**config.mk**
```make
export PLATFORM = sky130hd
export DESIGN_NAME = ysyx_22050243_wb_arbiter
export DESIGN_NICKNAME = d
export VERILOG_FILES = /design/src/rtl/ysyx_22050243_pkg.sv /design/src/rtl/ysyx_22050243_wb_fifo.sv /design/src/rtl/ysyx_22050243_wb_arbiter.sv
export SDC_FILE = /design/constraint.sdc
export NUM_CORES = 1
export LEC_CHECK = 0
export BUFFER_PORTS_ARGS = -buffer_cell sky130_fd_sc_hd__buf_2
export CORE_ASPECT_RATIO = 0.5
export CORE_MARGIN = 2
export CORE_UTILIZATION = 30
export CTS_CLUSTER_DIAMETER = 100
export DETAILED_ROUTE_END_ITERATION = 10
export GPL_ROUTABILITY_DRIVEN = 0
export GPL_TIMING_DRIVEN = 0
export PLACE_DENSITY = 0.57
export SKIP_CTS_REPAIR_TIMING = 1
export SYNTH_ARGS = -nofsm -noshare
export SYNTH_HDL_FRONTEND = slang
export SYNTH_SLANG_ARGS = --single-unit
```
**constraint.sdc**
```tcl
create_clock -name clk -period 12.6 [get_ports clk]
set_input_delay 1.89 -clock clk [delete_from_list [all_inputs] [get_ports clk]]
set_output_delay 1.89 -clock clk [all_outputs]
set_load 0.05 [all_outputs]
```
**src/rtl/ysyx_22050243_pkg.sv**
```systemverilog
// Shared definitions for the GPR writeback stage: load size encodings,
// the zero register index and the buffered writeback entry.
package ysyx_22050243_pkg;

    localparam int WB_ADDR_W = 5;
    localparam int WB_DATA_W = 64;

    localparam logic [1:0] LSU_SZ_B = 2'd0;
    localparam logic [1:0] LSU_SZ_H = 2'd1;
    localparam logic [1:0] LSU_SZ_W = 2'd2;
    localparam logic [1:0] LSU_SZ_D = 2'd3;

    localparam logic [WB_ADDR_W-1:0] REG_ZERO = '0;

    // One pending register write: destination index and value.
    typedef struct packed {
        logic [WB_ADDR_W-1:0] rd;
        logic [WB_DATA_W-1:0] data;
    } wb_entry;

endpackage

```
**src/rtl/ysyx_22050243_wb_fifo.sv**
```systemverilog
// Small synchronous FIFO that buffers EXU results while the LSU owns the
// write port. DEPTH must be a power of two so the pointers wrap on their own.
// A push is still taken when full as long as a pop happens in the same cycle.
module ysyx_22050243_wb_fifo
    import ysyx_22050243_pkg::*;
#(
    parameter int DEPTH = 2
) (
    input  logic    clk,
    input  logic    rst_n,
    input  logic    flush,
    input  logic    push,
    input  wb_entry push_data,
    input  logic    pop,
    output wb_entry head,
    output logic    full,
    output logic    empty
);

    localparam int PW = $clog2(DEPTH);
    localparam logic [PW:0] FULL_CNT = (PW+1)'(DEPTH);

    logic [PW-1:0] wr_ptr;
    logic [PW-1:0] rd_ptr;
    logic [PW:0]   count;
    wb_entry       mem [DEPTH];
    logic          do_push;
    logic          do_pop;

    assign full    = (count == FULL_CNT);
    assign empty   = (count == '0);
    assign do_pop  = pop && !empty;
    assign do_push = push && (!full || do_pop);
    assign head    = mem[rd_ptr];

    // Pointer and occupancy bookkeeping; flush discards everything buffered.
    always_ff @(posedge clk or negedge rst_n) begin
        if (!rst_n) begin
            wr_ptr <= '0;
            rd_ptr <= '0;
            count  <= '0;
        end else if (flush) begin
            wr_ptr <= '0;
            rd_ptr <= '0;
            count  <= '0;
        end else begin
            if (do_push) wr_ptr <= wr_ptr + 1'b1;
            if (do_pop)  rd_ptr <= rd_ptr + 1'b1;
            case ({do_push, do_pop})
                2'b10:   count <= count + 1'b1;
                2'b01:   count <= count - 1'b1;
                default: count <= count;
            endcase
        end
    end

    // Storage array; contents are only meaningful where count says so.
    always_ff @(posedge clk) begin
        if (do_push && !flush) mem[wr_ptr] <= push_data;
    end

endmodule

```
**src/rtl/ysyx_22050243_wb_arbiter.sv**
```systemverilog
// GPR writeback arbiter: merges buffered EXU results with LSU load data into
// one registered write per cycle, extends load data, and tracks a pending
// write bitmap that decode uses to stall on RAW hazards.
//
// Handshakes: a result transfers on a rising edge where valid && ready are
// both high. ready never depends on the matching valid, and a producer keeps
// valid and its payload stable until the transfer happens.
module ysyx_22050243_wb_arbiter
    import ysyx_22050243_pkg::*;
#(
    parameter int ADDR_WIDTH = WB_ADDR_W,
    parameter int DATA_WIDTH = WB_DATA_W,
    parameter int EXU_DEPTH  = 2
) (
    input  logic                     clk,
    input  logic                     rst_n,
    input  logic                     flush,
    input  logic                     alloc_en,
    input  logic [ADDR_WIDTH-1:0]    alloc_rd,
    input  logic                     exu_valid,
    output logic                     exu_ready,
    input  logic [ADDR_WIDTH-1:0]    exu_rd,
    input  logic [DATA_WIDTH-1:0]    exu_data,
    input  logic                     lsu_valid,
    output logic                     lsu_ready,
    input  logic [ADDR_WIDTH-1:0]    lsu_rd,
    input  logic [DATA_WIDTH-1:0]    lsu_data,
    input  logic [1:0]               lsu_size,
    input  logic                     lsu_unsigned,
    output logic                     gpr_w_en,
    output logic [ADDR_WIDTH-1:0]    gpr_w_addr,
    output logic [DATA_WIDTH-1:0]    gpr_w_data,
    output logic [2**ADDR_WIDTH-1:0] busy
);

    wb_entry                  fifo_head;
    wb_entry                  fifo_in;
    logic                     fifo_full;
    logic                     fifo_empty;
    logic                     fifo_push;
    logic                     fifo_pop;
    logic                     exu_bypass;
    logic [DATA_WIDTH-1:0]    lsu_ext;
    logic                     sel_valid;
    logic [ADDR_WIDTH-1:0]    sel_rd;
    logic [DATA_WIDTH-1:0]    sel_data;
    logic                     sel_wr;
    logic [2**ADDR_WIDTH-1:0] busy_next;

    // A full buffer always drains its head, which is what blocks the LSU and
    // keeps a steady load stream from starving EXU results.
    assign exu_ready = !fifo_full;
    assign lsu_ready = !fifo_full;

    // With nothing buffered and no load competing, an EXU result skips the
    // buffer so it reaches the register file on the very next edge.
    assign exu_bypass = exu_valid && fifo_empty && !lsu_valid;
    assign fifo_push  = exu_valid && exu_ready && !exu_bypass;
    assign fifo_pop   = !fifo_empty && (fifo_full || !lsu_valid);
    assign fifo_in    = '{rd: exu_rd, data: exu_data};

    ysyx_22050243_wb_fifo #(
        .DEPTH(EXU_DEPTH)
    ) u_exu_fifo (
        .clk       (clk),
        .rst_n     (rst_n),
        .flush     (flush),
        .push      (fifo_push),
        .push_data (fifo_in),
        .pop       (fifo_pop),
        .head      (fifo_head),
        .full      (fifo_full),
        .empty     (fifo_empty)
    );

    // Extend the right-aligned load field to register width.
    always_comb begin
        lsu_ext = lsu_data;
        case (lsu_size)
            LSU_SZ_B: lsu_ext = {{(DATA_WIDTH-8){~lsu_unsigned & lsu_data[7]}},   lsu_data[7:0]};
            LSU_SZ_H: lsu_ext = {{(DATA_WIDTH-16){~lsu_unsigned & lsu_data[15]}}, lsu_data[15:0]};
            LSU_SZ_W: lsu_ext = {{(DATA_WIDTH-32){~lsu_unsigned & lsu_data[31]}}, lsu_data[31:0]};
            default:  lsu_ext = lsu_data;
        endcase
    end

    // Pick this cycle's winner: full buffer head, then load, then buffer, then bypass.
    always_comb begin
        sel_valid = 1'b0;
        sel_rd    = '0;
        sel_data  = '0;
        if (fifo_full) begin
            sel_valid = 1'b1;
            sel_rd    = fifo_head.rd;
            sel_data  = fifo_head.data;
        end else if (lsu_valid) begin
            sel_valid = 1'b1;
            sel_rd    = lsu_rd;
            sel_data  = lsu_ext;
        end else if (!fifo_empty) begin
            sel_valid = 1'b1;
            sel_rd    = fifo_head.rd;
            sel_data  = fifo_head.data;
        end else if (exu_valid) begin
            sel_valid = 1'b1;
            sel_rd    = exu_rd;
            sel_data  = exu_data;
        end
    end

    // Writes to x0 are consumed but never reach the register file.
    assign sel_wr = sel_valid && (sel_rd != REG_ZERO);

    // Register the winner; address and data hold when nothing wins.
    always_ff @(posedge clk or negedge rst_n) begin
        if (!rst_n) begin
            gpr_w_en   <= 1'b0;
            gpr_w_addr <= '0;
            gpr_w_data <= '0;
        end else begin
            gpr_w_en <= sel_wr;
            if (sel_valid) begin
                gpr_w_addr <= sel_rd;
                gpr_w_data <= sel_data;
            end
        end
    end

    // Next pending bitmap: clear on write, then set on alloc so set wins.
    always_comb begin
        busy_next = busy;
        if (sel_wr) busy_next[sel_rd] = 1'b0;
        if (alloc_en && (alloc_rd != REG_ZERO)) busy_next[alloc_rd] = 1'b1;
        busy_next[0] = 1'b0;
    end

    // Pending bitmap register; flush drops every outstanding allocation.
    always_ff @(posedge clk or negedge rst_n) begin
        if (!rst_n) begin
            busy <= '0;
        end else if (flush) begin
            busy <= '0;
        end else begin
            busy <= busy_next;
        end
    end

endmodule

```
* Yosys cells after proc, flatten, opt, wreduce, memory -nomap -nowiden *
Memory sizes are Yosys's and may differ from the RTL's.
Index checks and enable logic that the tools add are counted.
Widths: inputs -> output; s select.

word-level totals
  memories = 1
  bits in writable memories = 138
  bits in registers = 106
  output and inout bits = 104

cells by class
  equal/unequal tests = 5
  muxes and demuxes = 28
  reduce and logical (&&, ||, !) cells = 26
  bitwise gates (word level) = 7
  magnitude comparators = 4
  $add $sub $neg = 4

memory list
  memory          words  width  read ports  clocked after memory_dff  wr ports  line                         RTL
  u_exu_fifo.mem  2      69     1           0                         1         ysyx_22050243_wb_fifo.sv:26  wb_entry mem [DEPTH];

operators with widths
  kind                 count
  $mux 64              4
  $pmux 64 s3          1
  $mux 32              3
  $and 32x32->32       1
  $not 32->32          1
  $or 32x32->32        1
  $mux 5               4
  $logic_and 1x1->1    12
  $lt 5x6->1 const B   2
  $mux 1               12
  $demux 1 s5          2
  $ge 5x1->1 const B   2
  $reduce_bool 5->1    2
  $eq 2x2->1 const B   3
  $logic_not 1->1      5
  $eq 2x1->1 const B   2
  $logic_not 2->1      2
  $pmux 2 s2           1
  $reduce_bool 2->1    2
  $and 1x1->1          3
  $reduce_bool 3->1    1
  $add 1x1->1 const B  2
  $add 2x1->2 const B  1
  $logic_or 1x1->1     2
  3 further kinds      3

* Logic depth before layout (Yosys ltp) *
Gate-level depths: netlist of the first run.

  depth in word-level cells = 14
  depth in mapped cells = 8
  mapped depth without buffers = 6

* Hierarchy *
From an unflattened synthesis of the first run, not the netlist that was laid out.

second synthesis, totals
  cells, all modules = 872
  area total of the unflattened synthesis = 10690.3 um^2

modules (own cells, without submodules)
  module                    cells an instance  area an instance (um^2)  times used
  ysyx_22050243_wb_arbiter  632                5487.8                   1
  ysyx_22050243_wb_fifo     240                5202.5                   1

* Worst setup path before layout of the first run *
Ideal clock, no wire load.

  kind = in2reg
  start point = input port exu_valid
  end point = memory u_exu_fifo.mem[1][0] (netlist bit), enable pin
  path buffers = 2
  setup slack = 4.355 ns
  stages = 5
  arrival = 7.649 ns
  setup time = 0.595 ns
  required time = 12.005 ns
  path through = nor4b_4 > buf_2 > buf_2 > nand3b_1 > nor3b_1

on the way
  word-level cells in the longest chain between the ends = 8
  elaborated cells on any way between the ends = 9

RTL lines
  element                           line                            RTL
  from (decl)                       ysyx_22050243_wb_arbiter.sv:20  input logic exu_valid,
  $logic_and 1x1->1 (2 in series)   ysyx_22050243_wb_arbiter.sv:57  assign exu_bypass = exu_valid && fifo_empty && !lsu_valid;
  $logic_not 1->1                   ysyx_22050243_wb_arbiter.sv:58  assign fifo_push = exu_valid && exu_ready && !exu_bypass;
  $logic_and 1x1->1 (*)             ysyx_22050243_wb_arbiter.sv:58
  $logic_and 1x1->1 (*)             ysyx_22050243_wb_fifo.sv:33     assign do_push = push && (!full || do_pop);
  $logic_and 1x1->1 (*)             ysyx_22050243_wb_fifo.sv:59     if (do_push && !flush) mem[wr_ptr] <= push_data;
  $mux 1 (*)                        ysyx_22050243_wb_fifo.sv:59
  $mux 1 (not written as such) (*)  ysyx_22050243_wb_fifo.sv:59
  to (decl)                         ysyx_22050243_wb_fifo.sv:26

Every way passes the cells marked *; elsewhere a longest branch is shown, timed or not.

* Worst setup path after layout of the first run *
  start point = input port exu_valid
  end point = memory u_exu_fifo.mem[1][52] (netlist bit), enable pin

The elaborated chain is that of the path after synthesis.

==> qor.yml, run 1 <==
critPathMaxFanout: 11
clock_path_buffers: 3
crit_family: "simple AND/OR/NAND/NOR gates"
synthArstFlopShare_pct: 43.21
die_w_um: 277.1
drc: 0
avgSynthCellArea_um2: 12.38
wl_um: 36700
synthFlopType: "edfxtp_1"
syn_to_final_growth_pct: 26.43
synth_cell_types: 53
yosysSeqAreaShare_pct: 60.52
rsz0062_at_grt: "false"
slew_headroom_pct: 28.48
worstSetupEndpointType: "register"
nFillCells: 3548
grt_pass1_wl_um: 55270
ys_ff_latch: 243
critPathRequiredTime_ns: 12.86
fin_util_pct: 38.91
overflow: 0
grt_pass1_vias: 9048
core_um2: 36360
leakagePower_uw: 0.005453
slew_violations: 0
tightest_slew_ns: 1.065
crit_end: "u_exu_fifo.mem[1][52]"
start_util_pct: 30.77
cts_tree: "yes"
wl_per_cell_um: 21.45
drt_first_pass_iters: 7
final_layout_size_suffix_gt1_share_pct: 30.57
fmax_ghz: 0.2437
rrSetupSlack_ns: 9.49
io_buffers: 252
routed_via_density: 5.299
grt_start_max_net_pins: 82
fin_skew_ns: 0.01590
finalSetupViolCount: 0
r2r_start: "u_exu_fifo.count[0]"
cts_root_buf: "clkbuf_16"
cts.sinks: 243
multi_input_area_um2: 4050
track_usage_pct: 18.33
cp.arrival_ns: 4.36
yosys_warnings: 0
design.die.area_um2: 38950
worstSetupStartpoint: "exu_valid"
worst_hold_path_type: "register to register"
clk_transition_reported_paths_ns: 0.06
nets: 1350
clk_latency_ns: 0.55
crit_path_top_delay_cell: "nor3b_2"
status: "completed"
dp_hpwl_um: 26770
period_needed_ns: 4.103
critPathKind: "primary input to register"
ir_worst_vdd_uv: 94.35
die_h_um: 140.6
netlist_instances: 904
routed-via-count: 9067
maxCapViolCount: 0
register_area_um2: 6771
tns_ns: 0
ios: 256
cts.htree.levels: 1
period_share_pct: 32.56
reg2reg_to: "u_exu_fifo.mem[1][52]"
syn-num-nets: 1056
first_iter_violations: 816
hold_viol: 0
worst_setup_path_start_kind: "primary input"
antenna_found_initial: 10
ant_nets: 0
synth_edf_count: 138
p_per_area_nw_per_um2: 148.0
path_depth: 9
row_count: 49
path_cells: "buf_2, nor4b_4, buf_2, buf_2, nand3b_1, nor3b_2, buf_8, buf_8, buf_6"
cts-buffers-inserted: 25
crit_buf_inv: 6
slowest_delay_ns: 0.84
cp_common_cell: "buf_2"
syn_area_um2: 11190
r2r_cells: 9
## how the worst min path moves through the flow
stage	endpoint	from	depth (start not counted)	slack, ns
after global placement	gpr_w_addr[3]	gpr_w_addr[3]	2	0.47
final	gpr_w_addr[0]	gpr_w_addr[0]	1	0.48
after detailed placement	gpr_w_addr[3]	gpr_w_addr[3]	2	0.47
after global routing	gpr_w_data[2]	gpr_w_data[2]	1	0.50
after CTS	gpr_w_addr[3]	gpr_w_addr[3]	2	0.48
after floorplan	u_exu_fifo.wr_ptr	u_exu_fifo.wr_ptr	2	0.52
## routing by layer
metal  vias up  track usage, %  part of all wire [%]
met3        68           3.253                   5.1
met4         0           7.237                   3.1
met5         -               0                     0
met1      4575           22.94                    41
li1       4124               -                     -
met2       300           31.67                    51
## cell usage after synthesis, drive strengths merged (16+ instances only)
| master | number | area (um^2) |
|---|---|---|
| o221ai | 16 | 140.1 |
| a22oi | 40 | 300.3 |
| nor2 | 22 | 85.09 |
| buf | 36 | 192.7 |
| a21oi | 89 | 456.7 |
| o21ai | 75 | 375.4 |
| and2 | 20 | 125.1 |
| o21a | 16 | 120.1 |
| nand2 | 51 | 191.4 |
| a211oi | 39 | 292.8 |
| edfxtp | 138 | 4144 |
| a311oi | 24 | 285.3 |
| dfrtp | 105 | 2628 |
| mux2i | 70 | 700.7 |
| o22a | 48 | 420.4 |
| clkbuf | 46 | 172.7 |
## metrics by stage
step | total power (uW) | worst slack [ns] | instance area, um^2 | hold slack [ns] | std cells
floorplan | 1190 | 4.355 | 11190 | 0.5193 | 904
global placement | 1323 | 0.3488 | 13060 | 0.4659 | 1640
detailed placement | 1332 | 7.922 | 13270 | 0.4684 | 1655
CTS | 2108 | 8.498 | 14120 | 0.4843 | 1701
global route | 2169 | 8.366 | 14140 | 0.5022 | 1710
finish | 2093 | 8.497 | 14140 | 0.4754 | 1711
## registers in the layout, indices dropped and copies added (netlist names)
name / flops
u_exu_fifo.count: 2
gpr_w_data: 64
busy: 31
u_exu_fifo.wr_ptr: 1
u_exu_fifo.mem: 138
u_exu_fifo.rd_ptr: 1
gpr_w_addr: 5
gpr_w_en: 1
## power by group
part,switching [uW],internal (uW),total [uW]
Sequential,22.9,895,918
Combinational,281,117,398
Clock,325,453,778
Total,628,1460,2090
## area by class of cell
cell class	count	area share [%]
Sequential cell	243	47.87
Multi-Input combinational cell	576	28.63
Timing Repair Buffer	267	10.38
Clock buffer	33	4.927
Tap cell	484	4.281
Buffer	82	2.583
Clock inverter	13	1.070
Antenna cell	10	0.1769
Inverter	3	0.07961
## logic make-up after synthesis
group,share of synthesized area (%)
compound gates,22.47
flops,60.52
simple gates,7.034
buf+inv,3.366
mux,6.263
xor+xnor,0.3132
other cells,0.03352
## layout by cell type (no fill, tap or decap), types with 4 or more instances in the layout
cell type / n
a21oi_1: 88
nand2b_1: 5
a211oi_1: 39
a311oi_2: 12
buf_1: 6
nand3_1: 4
nor3_1: 8
dfrtp_1: 105
buf_2: 276
nor3_2: 4
nor4_1: 5
nor2b_1: 6
edfxtp_1: 138
a22oi_1: 40
o22a_1: 48
clkbuf_1: 51
clkbuf_16: 26
nand2_1: 51
buf_6: 13
clkinv_2: 6
diode_2: 10
a311oi_1: 12
nor2_1: 21
and3_4: 4
buf_8: 4
o21a_1: 16
mux2i_1: 70
o21ai_0: 73
o221ai_1: 16
and2_1: 20
No activity file was read; power rests on OpenSTA's default activity.
==> run 2, diff against run 1 <==
==> constraint.sdc (replaced) <==
create_clock -name clk -period 4.1 [get_ports clk]
set_input_delay 0.615 -clock clk [delete_from_list [all_inputs] [get_ports clk]]
set_output_delay 0.615 -clock clk [all_outputs]
set_load 0.05 [all_outputs]
==> run 2 against run 1 <==
Net effect: core utilization about the same; sequential power rose to 3.1 times the previous value; count of clock-buffer cells in the layout up 1; global-route usage decreased by 0.10 points; non-clock buffer count fell by 4; final cell count fell by 0.29%; sequential share of layout area is essentially flat; die area is the same; critical path depth up 1; critical endpoint is now u_exu_fifo.mem[1][51]; largest power group unchanged.
==> qor.yml, run 2 (same netlist as run 1, synthesis figures left out) <==
maxCapViolCount: 0
slew_violations: 0
worstSetupEndpointType: "register"
dp_hpwl_um: 26850
use_met1_pct: 22.97
layout_common_cells: "276 x buf_2, 138 x edfxtp_1, 105 x dfrtp_1"
routed_via_density: 5.281
status: "completed"
hold_viol: 0
first_iter_violations: 913
antenna_found_initial: 13
rsz0062_at_grt: "false"
fin_area_um2: 14150
swShare_pct: 30.81
clock_path_buffers: 3
pwr-share-seq_pct: 44.7
fin_ws_ns: 1.072
clk_latency_ns: 0.56
nets: 1345
ir_worst_vdd_uv: 234.9
grtUsageMet2_pct: 31.79
combPwrFrac_pct: 19.6
layout_commonest_cell: "buf_2"
p_per_area_nw_per_um2: 445.4
power.internal_uw: 4363
die_w_um: 277.1
clk_transition_reported_paths_ns: 0.07
grt_pass1_vias: 9171
cts-buffers-inserted: 24
switching_power_uw: 1943
postPlaceCellArea_um2: 13340
grt_pass1_wl_um: 54820
slew_headroom_pct: 30.47
worst_hold_path_type: "primary input to asynchronous set/reset pin"
start_util_pct: 30.77
drc: 0
grt_start_max_net_pins: 63
reg_top3: "u_exu_fifo.mem: 138 flops, gpr_w_data: 64 flops, busy: 31 flops"
track_usage_pct: 18.23
cts_tree: "yes"
fin_skew_ns: 0.03078
period_needed_ns: 3.028
die_h_um: 140.6
overflow: 0
cts_root_buf: "clkbuf_16"
leakagePower_uw: 0.005433
critPathMaxFanout: 15
core_um2: 36360
row_count: 49
ios: 256
critPathKind: "register to register"
tightest_slew_ns: 1.034
fmax_ghz: 0.3302
grt_use_met3_pct: 2.936
nFillCells: 3527
ant_nets: 0
drt_first_pass_iters: 8
largest_register_ffs: 138
largest_register: "u_exu_fifo.mem"
period_share_pct: 73.86
final_layout_size_suffix_gt1_share_pct: 30.31
design.die.area_um2: 38950
fin_util_pct: 38.93
io_buffers: 252
power_uw: 6305
pre_cts_slack_ns: 0.7555
wl_um: 36770
worst_setup_path_start_kind: "register"
clkPwrFrac_pct: 35.7
finalSetupViolCount: 0
routed-via-count: 9009
cts.sinks: 243
wl_per_cell_um: 21.55
critPathRequiredTime_ns: 4.37
cp.arrival_ns: 3.30
fin_hold_ws_ns: 0.006747
syn_to_final_growth_pct: 26.52
grt_busiest_layer: "met2"
cts.htree.levels: 1
==> run 2: cell types whose count changed in the layout (fill, tap and decap cells not counted), moves of 2 or more <==
cell | before | now
clkinv_1 | 3 | 1
buf_6 | 13 | 3
buf_16 | 1 | 7
bufinv_16 | 3 | 1
==> run 2: routing by layer <==
layer  vias up  share of wire (%)
met4         2                3.1
met3        63                4.7
li1       4103                  -
met1      4555                 42
met5         -              0.019
met2       286                 51
==> run 2: worst paths after layout <==
path | start | to | slack (ns) | cells after the start
worst max-delay path | u_exu_fifo.count[0] | u_exu_fifo.mem[1][51] | 1.07 | 10
worst min-delay path | rst_n | busy[18] | 0.007 | 1
worst max register to register | u_exu_fifo.count[0] | u_exu_fifo.mem[1][51] | 1.07 | 10
worst min register to register | gpr_w_data[11] | gpr_w_data[11] | 0.49 | 1
max in group asynchronous | rst_n | u_exu_fifo.count[1] | 3.34 | 2
min in group clk | exu_data[20] | u_exu_fifo.mem[0][20] | 0.26 | 1
==> run 2: worst max-delay path, cell delays in order (launching register included) <==
cell	delay (ns)
dfrtp_1	0.32
buf_2	0.24
nor4b_4	0.09
buf_2	0.22
buf_2	0.24
nand3b_1	0.32
nor3b_4	0.55
buf_16	0.23
buf_16	0.17
buf_8	0.17
buf_8	0.18
==> run 2: cell type report <==
type                    count  area (um^2)  area share [%]
flip-flops and latches    243         6771           47.84
multi-input cells         576         4063           28.70
repair buffers            263         1520           10.74
clock buffers              34        689.4           4.871
well taps                 484        605.6           4.278
plain buffers              82        365.4           2.581
clock inverters            10        101.3          0.7160
diodes                     11        27.53          0.1945
inverters                   3        11.26         0.07955
==> run 2: power by group through the flow <==
stage | Clock (uW) | Combinational [uW] | Sequential, uW
after floorplan | 0 | 439 | 3220
after global placement | 0 | 1180 | 2870
after detailed placement | 0 | 1230 | 2870
after CTS | 2280 | 1240 | 2820
after global routing | 2360 | 1310 | 2840
final | 2250 | 1230 | 2820
==> run 2: metrics by stage <==
step	cells	TNS, ns
2_1_floorplan	904	0
3_3_place_gp	1640	-148.10
3_5_place_dp	1651	0
4_1_cts	1695	0
5_1_grt	1706	0
6_report	1706	0
==> run 3, diff against run 2 <==
--- a/config.mk
+++ b/config.mk
@@ -5,6 +5,7 @@
 export SDC_FILE = /design/constraint.sdc
 export NUM_CORES = 1
 export LEC_CHECK = 0
+export ABC_AREA = 1
 export BUFFER_PORTS_ARGS = -buffer_cell sky130_fd_sc_hd__buf_2
 export CORE_ASPECT_RATIO = 0.5
 export CORE_MARGIN = 2
==> constraint.sdc (replaced) <==
create_clock -name clk -period 2.9 [get_ports clk]
set_input_delay 0.435 -clock clk [delete_from_list [all_inputs] [get_ports clk]]
set_output_delay 0.435 -clock clk [all_outputs]
set_load 0.05 [all_outputs]
==> run 3 against run 2 <==
Net effect: final area grew 1.7%; core utilization shrank 0.39 points; first-iteration DRC count shrank 27%; highest routed layer unchanged; global-route usage shrank 0.088 points; total power grew 87%; combinational power grew to 3.1 times the previous value; wire length grew 0.24%; sequential power grew 56%; sequential cell count is the same.
==> qor.yml, run 3 <==
postPlaceCellArea_um2: 13440
drt_first_pass_iters: 5
fmax_ghz: 0.3742
final_layout_size_suffix_gt1_share_pct: 23.27
cts_root_buf: "clkbuf_16"
hold_viol: 0
maxCapViolCount: 0
ios: 256
worst_hold_path_type: "primary input to register"
avgSynthCellArea_um2: 8.748
cts.htree.levels: 1
fin_skew_ns: 0.02552
core_um2: 37350
clock_path_buffers: 3
period_share_pct: 92.14
nFillCells: 3745
ant_nets: 0
slew_headroom_pct: 54.01
path_cells: "inv_2, nand2_1, clkbuf_2, buf_4, buf_2"
synth_cell_types: 30
synthArstFlopShare_pct: 43.21
layout_commonest_cell: "nand2_1"
layout_common_cells: "458 x nand2_1, 275 x buf_2, 171 x a21oi_1"
crit_end: "lsu_ready"
clk_latency_ns: 0.55
io_buffers: 253
critPathRequiredTime_ns: 2.47
drc: 0
tightest_slew_ns: 0.6872
grt_start_max_net_pins: 57
cts-buffers-inserted: 26
dp_hpwl_um: 26680
critPathKind: "register to output port"
reg_top3: "u_exu_fifo.mem: 138 flops, gpr_w_data: 64 flops, busy: 31 flops"
first_iter_violations: 662
pre_cts_slack_ns: 0.07253
row_count: 50
netlist.area_leader.share_pct: 36.55
netlist_instances: 1296
die_h_um: 141.5
syn-num-nets: 1448
fin_area_um2: 14390
clk_transition_reported_paths_ns: 0.06
crit_buf_inv: 4
track_usage_pct: 18.14
antenna_found_initial: 9
overflow: 0
synth_edf_count: 138
yosysSeqAreaShare_pct: 59.73
rsz0062_at_grt: "false"
fin_ws_ns: 0.2279
tns_ns: 0
routed_via_density: 4.677
nets: 1740
power_uw: 11820
r2r_cells: 7
synth.most_common_cell: "nand2_1"
worst_setup_path_start_kind: "register"
finalSetupViolCount: 0
rrSetupSlack_ns: 0.25
design.die.area_um2: 39460
worstSetupStartpoint: "u_exu_fifo.count[0]"
synthFlopType: "edfxtp_1"
leakagePower_uw: 0.006752
cp.arrival_ns: 2.24
crit_path_top_delay_cell: "dfrtp_1"
slew_violations: 0
yosysTopAreaCell: "edfxtp_1"
worstSetupEndpointType: "output port"
start_util_pct: 30.36
path_depth: 5
wl_um: 36860
die_w_um: 278.9
critPathMaxFanout: 11
register_area_um2: 6771
wl_per_cell_um: 17.48
fin_util_pct: 38.54
status: "completed"
largest_register_ffs: 138
ir_worst_vdd_uv: 396.9
p_per_area_nw_per_um2: 821.1
grt_pass1_vias: 9347
yosys_warnings: 0
largest_register: "u_exu_fifo.mem"
syn_to_final_growth_pct: 26.96
grt_pass1_wl_um: 54600
routed-via-count: 9863
slowest_delay_ns: 0.44
reg2reg_to: "u_exu_fifo.mem[1][13]"
cts_tree: "yes"
synth.area.top_cells: "edfxtp_1 37%, dfrtp_1 23%, nand2_1 15%"
syn_area_um2: 11340
yosys-top-cells-count: "458 x nand2_1, 171 x a21oi_1, 138 x edfxtp_1, 122 x nor2_1, 105 x dfrtp_1"
period_needed_ns: 2.672
r2r_start: "u_exu_fifo.count[0]"
multi_input_area_um2: 3974
crit_family: "buffers and inverters"
ys_ff_latch: 243
cts.sinks: 243
## run 3: cells by family after synthesis
| logic type | after synthesis | synth area share [%] |
|---|---|---|
| and+or+nand+nor | 647 | 22.60 |
| AOI/OAI and AO/OA | 260 | 12.28 |
| DFF | 243 | 59.73 |
| buffers and inverters | 145 | 5.353 |
| other | 1 | 0.03308 |
## run 3: stage by stage
| stage | instances | hold slack [ns] |
|---|---|---|
| 6_report | 2109 | 0.08722 |
| 3_3_place_gp | 2043 | 0.4641 |
| 4_1_cts | 2097 | -0.1393 |
| 2_1_floorplan | 1296 | 0.1394 |
| 3_5_place_dp | 2050 | 0.4388 |
| 5_1_grt | 2109 | 0.06951 |
## run 3: metal layers
layer	wire (um)	global-route usage, %
met2	18980	32.26
met5	16	0
met1	15660	22.77
met3	1433	2.865
met4	770	5.716
## run 3: final cells by class
type | instances | area share (%)
Clock inverter | 17 | 1.521
Inverter | 71 | 1.852
Buffer | 74 | 2.373
Multi-Input combinational cell | 908 | 27.61
Timing Repair Buffer | 264 | 10.41
Antenna cell | 8 | 0.1391
Sequential cell | 243 | 47.04
Clock buffer | 30 | 4.764
Tap cell | 494 | 4.294
## run 3: power breakdown
part           internal (uW)  switching, uW  total, uW
combinational            934           2940       3870
clock                   2140           1410       3550
sequential              4140            256       4400
## run 3: worst min-delay path by stage
stage                        startpoint               endpoint  slack (ns)  depth (start not counted)
final                      exu_data[15]  u_exu_fifo.mem[0][15]        0.09                          1
after global routing       exu_data[60]  u_exu_fifo.mem[1][60]        0.07                          1
after CTS                         rst_n         gpr_w_data[36]       -0.14                          1
after detailed placement          rst_n         gpr_w_data[38]        0.44                          1
after global placement    gpr_w_addr[0]          gpr_w_addr[0]        0.46                          2
after floorplan                   rst_n               busy[10]        0.14                          0
